### config.mk
export PLATFORM = sky130hd
export DESIGN_NAME = dog_sprite_renderer
export DESIGN_NICKNAME = d
export VERILOG_FILES = /design/src/rtl/dog_pkg.sv /design/src/rtl/pipe_delay.sv /design/src/rtl/dog_sprite_renderer.sv
export SDC_FILE = /design/constraint.sdc
export NUM_CORES = 1
export LEC_CHECK = 0
export ABC_AREA = 0
export CORE_MARGIN = 10
export CORE_UTILIZATION = 40
export CTS_CLUSTER_DIAMETER = 40
export DETAILED_ROUTE_END_ITERATION = 8
export PLACE_DENSITY = 0.68
export SLEW_MARGIN = 20
export SYNTH_ARGS = -nofsm -noshare
export SYNTH_HDL_FRONTEND = slang
export SYNTH_SLANG_ARGS = --single-unit
export TNS_END_PERCENT = 100
### constraint.sdc
create_clock -name Clk -period 9.6 [get_ports Clk]
set_input_delay 1.92 -clock Clk [delete_from_list [all_inputs] [get_ports Clk]]
set_output_delay 1.92 -clock Clk [all_outputs]
set_load 0.005 [all_outputs]
### src/rtl/dog_pkg.sv
// Shared constants for the dog sprite path: sprite geometry, palette format and
// the animation frame codes agreed with the dog animation controller.
package dog_pkg;

  localparam int unsigned SPRITE_W        = 64;
  localparam int unsigned SPRITE_H        = 48;
  localparam int unsigned NUM_FRAMES      = 9;
  localparam int unsigned PIX_W           = 4;
  localparam int unsigned TRANSPARENT_IDX = 0;
  localparam int unsigned FRAME_CODE_W    = 5;

  typedef enum logic [FRAME_CODE_W-1:0] {
    FR_SIT       = 5'd0,
    FR_WALK1     = 5'd1,
    FR_WALK2     = 5'd2,
    FR_WALK3     = 5'd3,
    FR_SNIFF1    = 5'd4,
    FR_SNIFF2    = 5'd5,
    FR_SURPRISED = 5'd6,
    FR_JUMP1     = 5'd7,
    FR_JUMP2     = 5'd8
  } dog_frame_e;

endpackage

### src/rtl/pipe_delay.sv
// Fixed-depth register chain with async reset; q is d delayed by DEPTH cycles.
module pipe_delay #(
  parameter int unsigned WIDTH = 1,
  parameter int unsigned DEPTH = 2
) (
  input  logic             Clk,
  input  logic             Reset,
  input  logic [WIDTH-1:0] d,
  output logic [WIDTH-1:0] q
);

  logic [WIDTH-1:0] stage [DEPTH];

  always_ff @(posedge Clk or posedge Reset) begin
    if (Reset) begin
      for (int i = 0; i < int'(DEPTH); i++) stage[i] <= '0;
    end else begin
      stage[0] <= d;
      for (int i = 1; i < int'(DEPTH); i++) stage[i] <= stage[i-1];
    end
  end

  assign q = stage[DEPTH-1];

endmodule

### src/rtl/dog_sprite_renderer.sv
// Per-pixel dog sprite lookup: frame-stable shadow of position/frame, ROM address
// generation, ROM-latency alignment and transparency keying for the colour mapper.
module dog_sprite_renderer #(
  parameter int unsigned SPRITE_W        = dog_pkg::SPRITE_W,
  parameter int unsigned SPRITE_H        = dog_pkg::SPRITE_H,
  parameter int unsigned NUM_FRAMES      = dog_pkg::NUM_FRAMES,
  parameter int unsigned PIX_W           = dog_pkg::PIX_W,
  parameter int unsigned TRANSPARENT_IDX = dog_pkg::TRANSPARENT_IDX,
  parameter int unsigned ROM_LATENCY     = 2,
  localparam int unsigned ADDR_W         = $clog2(NUM_FRAMES * SPRITE_W * SPRITE_H)
) (
  input  logic              Clk,
  input  logic              Reset,
  input  logic              frame_start,
  input  logic [9:0]        Dog_X,
  input  logic [9:0]        Dog_Y,
  input  logic [4:0]        Frame,
  input  logic [9:0]        DrawX,
  input  logic [9:0]        DrawY,
  input  logic              pix_valid,
  output logic [ADDR_W-1:0] rom_addr,
  input  logic [PIX_W-1:0]  rom_data,
  output logic              dog_on,
  output logic [PIX_W-1:0]  dog_idx,
  output logic              frame_err
);

  localparam int unsigned FRAME_W = $clog2(NUM_FRAMES);

  logic [9:0]         sh_x;
  logic [9:0]         sh_y;
  logic [FRAME_W-1:0] sh_frame;
  logic               shadow_valid;
  logic [10:0]        relx_c;
  logic [10:0]        rely_c;
  logic               hit_c;
  logic [ADDR_W-1:0]  addr_c;
  logic               hit_q;
  logic               hit_d;
  logic               opaque_c;

  // Shadow registers: only frame_start updates them, so a frame never tears
  always_ff @(posedge Clk or posedge Reset) begin
    if (Reset) begin
      sh_x         <= '0;
      sh_y         <= '0;
      sh_frame     <= '0;
      shadow_valid <= 1'b0;
      frame_err    <= 1'b0;
    end else if (frame_start) begin
      sh_x         <= Dog_X;
      sh_y         <= Dog_Y;
      shadow_valid <= 1'b1;
      if (Frame >= 5'(NUM_FRAMES)) begin
        sh_frame  <= '0;
        frame_err <= 1'b1;
      end else begin
        sh_frame  <= FRAME_W'(Frame);
      end
    end
  end

  // 11-bit differences: a negative offset reads as >= 1024 unsigned, so one
  // unsigned compare rejects both left/above and right/below of the sprite
  always_comb begin
    relx_c = {1'b0, DrawX} - {1'b0, sh_x};
    rely_c = {1'b0, DrawY} - {1'b0, sh_y};
    hit_c  = pix_valid && shadow_valid &&
             (relx_c < 11'(SPRITE_W)) && (rely_c < 11'(SPRITE_H));
    addr_c = ADDR_W'(sh_frame) * ADDR_W'(SPRITE_W * SPRITE_H) +
             ADDR_W'(rely_c) * ADDR_W'(SPRITE_W) + ADDR_W'(relx_c);
  end

  always_ff @(posedge Clk or posedge Reset) begin
    if (Reset) begin
      hit_q    <= 1'b0;
      rom_addr <= '0;
    end else begin
      hit_q <= hit_c;
      if (hit_c) rom_addr <= addr_c;
    end
  end

  pipe_delay #(
    .WIDTH (1),
    .DEPTH (ROM_LATENCY)
  ) u_hit_dly (
    .Clk   (Clk),
    .Reset (Reset),
    .d     (hit_q),
    .q     (hit_d)
  );

  assign opaque_c = hit_d && (rom_data != PIX_W'(TRANSPARENT_IDX));

  always_ff @(posedge Clk or posedge Reset) begin
    if (Reset) begin
      dog_on  <= 1'b0;
      dog_idx <= '0;
    end else begin
      dog_on  <= opaque_c;
      dog_idx <= opaque_c ? rom_data : '0;
    end
  end

endmodule

== After elaboration in Yosys (flattened, before gate mapping) ==
Cells that the tools add are included.

* Register bits: 49
* Input port bits: 53
* Output and inout port bits: 21
* Logic and storage cells: 27

* Add/subtract/negate cells: 4
* Multiply operators: 1
* Magnitude comparators: 3
* Muxes and demuxes: 2
* Reductions and logical operators: 6

{| class="wikitable"
|+ Operator list
! cell !! number
|-
| subtractor 10 x 10 -> 11 bit || 2
|-
| adder 15 x 11 -> 15 bit || 1
|-
| adder 15 bit || 1
|-
| less-than comparator 11 x 6 -> 1 bit (second input constant) || 1
|-
| less-than comparator 11 x 7 -> 1 bit (second input constant) || 1
|-
| two-way mux 4 bit || 2
|-
| greater-or-equal comparator 5 x 4 -> 1 bit (second input constant) || 1
|-
| multiplier 4 x 2 -> 5 bit (second input constant) || 1
|-
| logical AND 1 bit || 4
|-
| nonzero test 4 bit || 1
|-
| AND reduction 2 bit || 1
|}

== Depth between registers and ports, before layout ==
* Depth after elaboration: 4
* Mapped depth: 20
* Mapped depth without buffers: 20

== By module ==
Synthesis repeated with hierarchy kept, for this count alone.

* Cells, all modules: 359
* Area, all modules: 3459.6 um2

{| class="wikitable"
|+ Modules (own cells, without submodules)
! module !! instances !! cells each !! area each (um2) !! seq. area each (um2)
|-
| dog_sprite_renderer || 1 || 356 || 3405.8 || 1176.1
|-
| pipe_delay || 1 || 3 || 53.8 || 50.0
|}

== Worst setup path before layout ==
Ideal clock, no wire load.

* Path kind: input to register
* From: in DrawX[0]
* To: reg rom_addr[14]
* Setup time: 125 ps
* Arrival time: 5008 ps
* Data required time: 9475 ps
* Path slack: 4467 ps
* Stages: 18
* Path buffers: 0
* Cell sequence: inv_1 -> ha_1 -> inv_1 -> fa_1 -> a211oi_1 -> o21ai_0 -> nand3_1 -> nor3b_1 -> inv_1 -> ha_1 -> ha_1 -> a21o_1 -> a211oi_1 -> o21ai_0 -> o211ai_1 -> xnor2_1 -> xnor2_1 -> mux2_2

* Cells in the longest elaborated chain, start to end: 4
* Elaborated cells on any way between the ends: 5
* Classes of those cells: 2 x add/sub; 1 x order compare; 2 x reduce/logical

{| class="wikitable"
|+ RTL lines
! what !! RTL line !! source
|-
| start: declaration || dog_sprite_renderer.sv:18 || <nowiki>input logic [9:0] DrawX,</nowiki>
|-
| subtractor 10 x 10 -> 11 bit (*) || dog_sprite_renderer.sv:66 || <nowiki>relx_c = {1'b0, DrawX} - {1'b0, sh_x};</nowiki>
|-
| less-than comparator 11 x 7 -> 1 bit || dog_sprite_renderer.sv:69 || <nowiki>(relx_c < 11'(SPRITE_W)) && (rely_c < 11'(SPRITE_H));</nowiki>
|-
| logical AND 1 bit || dog_sprite_renderer.sv:68 || <nowiki>hit_c = pix_valid && shadow_valid &&</nowiki>
|-
| logical AND 1 bit || dog_sprite_renderer.sv:69 ||
|-
| end signal: assignment || dog_sprite_renderer.sv:80 || <nowiki>if (hit_c) rom_addr <= addr_c;</nowiki>
|-
| end: declaration || dog_sprite_renderer.sv:21 || <nowiki>output logic [ADDR_W-1:0] rom_addr,</nowiki>
|}

Every way passes the cells marked *; elsewhere a longest branch is shown, timed or not.
A chain may end at the register's enable or synchronous reset.

== Final worst setup path ==
Same ends and word-level chain as after synthesis.

==> key figures <==
Worst setup path
  • Top delay family on crit path: adder cells
  • Worst reg2reg setup slack: around 5.7 ns
  • Worst setup SP type: primary input
  • Maximum fanout along the worst path: 3
  • Crit path kind: in -> reg
  • Crit path DAT: 5.78 ns
  • Worst Path Required: between 9 and 10 ns
  • CP max stage delay: 0.42 ns
  • Critical path, cell by cell: clkdlybuf4s50_1 > inv_1 > ha_1 > inv_1 > fa_1 > a211oi_1 > o21ai_0 > nand3_1 > nor3b_1 > inv_1 > ha_1 > ha_1 > a21o_1 > a211oi_1 > o21ai_0 > o211ai_1 > xnor2_1 > xnor2_1 > mux2_2
  • Slowest cell on crit path: fa_1
  • Buf/Inv on CP: 4
  • Setup crit end kind: flop

Placement
  • Placed Instances: 530
  • DP Wirelength: 6.333 mm
  • Dpl ws: 3.697 ns
  • GP Congestion: between 0.7 and 0.8
  • Port Buffer Count: 73

Clock tree
  • Clock Latency Late Sink: 0.30 ns
  • H-tree depth: 2
  • PostCTS Resize Cnt: 0
  • CTS Sinks: 49
  • CTS tree: done
  • Clock Tree Buf Depth: 2
  • CTS Hold Bufs: 0
  • Setup Buffers After CTS: 0
  • Clock slew at reported path FFs: 0.09 ns
  • Cts bufs inserted: 5
  • CTS root buf: clkbuf_8

Layout
  • Ratio of cells with drive above 1 in the final layout: 0.08545
  • Non-Filler Instances: 538
  • Area Growth Syn to Fin: 27.59%
  • N_diodes: 0
  • Core Util, Final: 0.5313
  • Final #Nets: ~530
  • Commonest cells after routing, fill and taps aside: 73 x clkdlybuf4s50_1, 49 x dfrtp_1, 41 x inv_1
  • Layout fillers: around 790
  • Commonest non-fill, non-tap cell in the layout: clkdlybuf4s50_1

Drt
  • Via/cell ratio: 5.033
  • Routed via count: approximately 2700
  • Drt wl/cell: 14.89 um
  • Drt initial violations: 105
  • Final antenna-violating net count: 0
  • Drt pass-1 iters: 4
  • # DRC: 0
  • Detailed Route WL: 8.009 mm

Synth
  • Syn Nets: 453
  • Post-synth top flop: dfrtp_1
  • Mapped Area: 0.003456 mm^2
  • Yosys cell types: 52
  • Yosys top cell by area: dfrtp_1
  • Syn avg cell area: 9.653 um^2
  • Post-synthesis async set-or-reset flop share: 1.000
  • Yosys warning total: 0
  • Post-synthesis register bit count: 49
  • Synth top area share: 0.3548
  • Number of flops mapped to enable cells by yosys: 0
  • Register area share after synthesis: 0.3548
  • Cells after Synth: 358
  • Top cells by area, synth: dfrtp_1 35%, ha_1 13%, inv_1 4.6%, o21ai_0 4.1%, xnor2_1 4.1%

Timing
  • Worst slew margin: 0.4294
  • Max Freq: 178.8 MHz
  • Period utilization: 0.5825
  • Worst-margin pin slew: roughly 0.86 ns
  • Setup Skew: 0.005529 ns
  • Min Tclk post-route: 5.592 ns
  • Setup TNS: 0 ns
  • Final slew viol count: 0
  • Hold Vio Cnt, Final: 0
  • RSZ-0062 raised after global routing: false
  • Setup ws final: 4.008 ns
  • Final setup fails: 0

Power and ir drop
  • P_leak: 2.043 nW
  • Pwr per Cell Area: 156.9 mW/mm^2
  • Power, Total: just under 0.7 mW
  • Max IR drop VDD: ~0.065 mV

Floorplanning
  • Die Ht: 113.0 um
  • Die ar.: 0.01276 mm^2
  • Core Footprint: 0.008299 mm^2
  • Rows: 33
  • Die width: ~110 um
  • Starting Density: 0.4164
  • IO Count: 74

GRT
  • First-pass GRT wire length: 13.51 mm
  • Largest net degree at the start of global routing: 50
  • Gr usage total: 0.1241
  • Initial antenna violation count: 0
  • GRT overflow: 0
  • Number of global-route vias before repair: 2783

Worst hold path
  • Hold Path Class: reg -> reg

Flow run
  • Max-Cap Viols: 0

Run status
  • Status: complete, no violations
final timing paths:
kind                                 endpoint  startpoint  depth (start not counted)
max                              rom_addr[14]    DrawX[0]                         19
max in group asynchronous             sh_y[6]       Reset                          2
min                        u_hit_dly.stage[1]       hit_q                          0
min in group asynchronous             sh_x[8]       Reset                          2
max reg2reg                      rom_addr[14]     sh_x[0]                         17
min reg2reg                u_hit_dly.stage[1]       hit_q                          0
flip-flops by register name (all words and copies together), names as in the netlist:
register         flops
dog_on               1
shadow_valid         1
frame_err            1
u_hit_dly.stage      1
dog_idx              4
rom_addr            15
hit_q                1
sh_x                10
sh_y                10
u_hit_dly.q          1
sh_frame             4
cells in the mapped netlist, types with 2 or more instances:
cell,count
a211oi_1,5
a21o_1,6
a21oi_1,16
a31oi_1,3
and2_1,4
and3_2,2
and3b_1,2
clkbuf_1,7
dfrtp_1,49
fa_1,5
ha_1,37
inv_1,42
mux2_2,8
mux2_4,7
mux2i_1,9
nand2_1,28
nand2b_1,2
nand3_1,3
nand4_1,4
nand4b_1,2
nor2_1,20
nor2b_1,3
nor3_1,8
nor3b_1,2
nor4_1,3
o21a_1,2
o21ai_0,28
o21bai_1,3
or2_2,3
or3_1,3
xnor2_1,16
xor2_1,6
per-stage QoR:
stage	area, um^2	hold slack (ns)
after floorplan	3456	0.3312
after global placement	4292	0.3395
after detailed placement	4292	0.3402
after CTS	4408	0.3614
after global routing	4409	0.3715
final	4409	0.3540
report_power, final:
group	switching [mW]	total, mW	internal [mW]
combinational	0.160	0.313	0.153
clock	0.0698	0.155	0.0851
sequential	0.00563	0.224	0.218
total	0.235	0.692	0.457
logic make-up (layout without fill, tap and decap cells):
| group | count (synthesis) | after routing | synth area share |
|---|---|---|---|
| XOR/XNOR | 22 | 22 | 0.05576 |
| flip-flops | 49 | 49 | 0.3548 |
| adder cells (fa/ha/maj) | 42 | 42 | 0.1629 |
| AO/OA/AOI/OAI | 74 | 74 | 0.1314 |
| buffers and inverters | 50 | 125 | 0.05757 |
| multiplexers | 24 | 24 | 0.08255 |
| AND/OR/NAND/NOR | 97 | 97 | 0.1550 |
final cells by class:
type                            count  area, um^2  area share
Clock buffer                        7       86.33     0.01958
Inverter                           42       158.9     0.03604
Clock inverter                      1       30.03    0.006810
Tap cell                          105       131.4     0.02980
Timing Repair Buffer               75       745.7      0.1691
Multi-Input combinational cell    259        2031      0.4606
Sequential cell                    49        1226      0.2781
per-layer routing:
| metal | part of all wire | up-vias | GRT usage |
|---|---|---|---|
| li1 | - | 1382 | - |
| met1 | 0.47 | 1260 | 0.1578 |
| met2 | 0.47 | 61 | 0.2070 |
| met3 | 0.057 | 5 | 0.03381 |
| met4 | 0.0069 | 0 | 0.02284 |
| met5 | 0 | - | 0 |
Power figures use the tool's default switching activity.
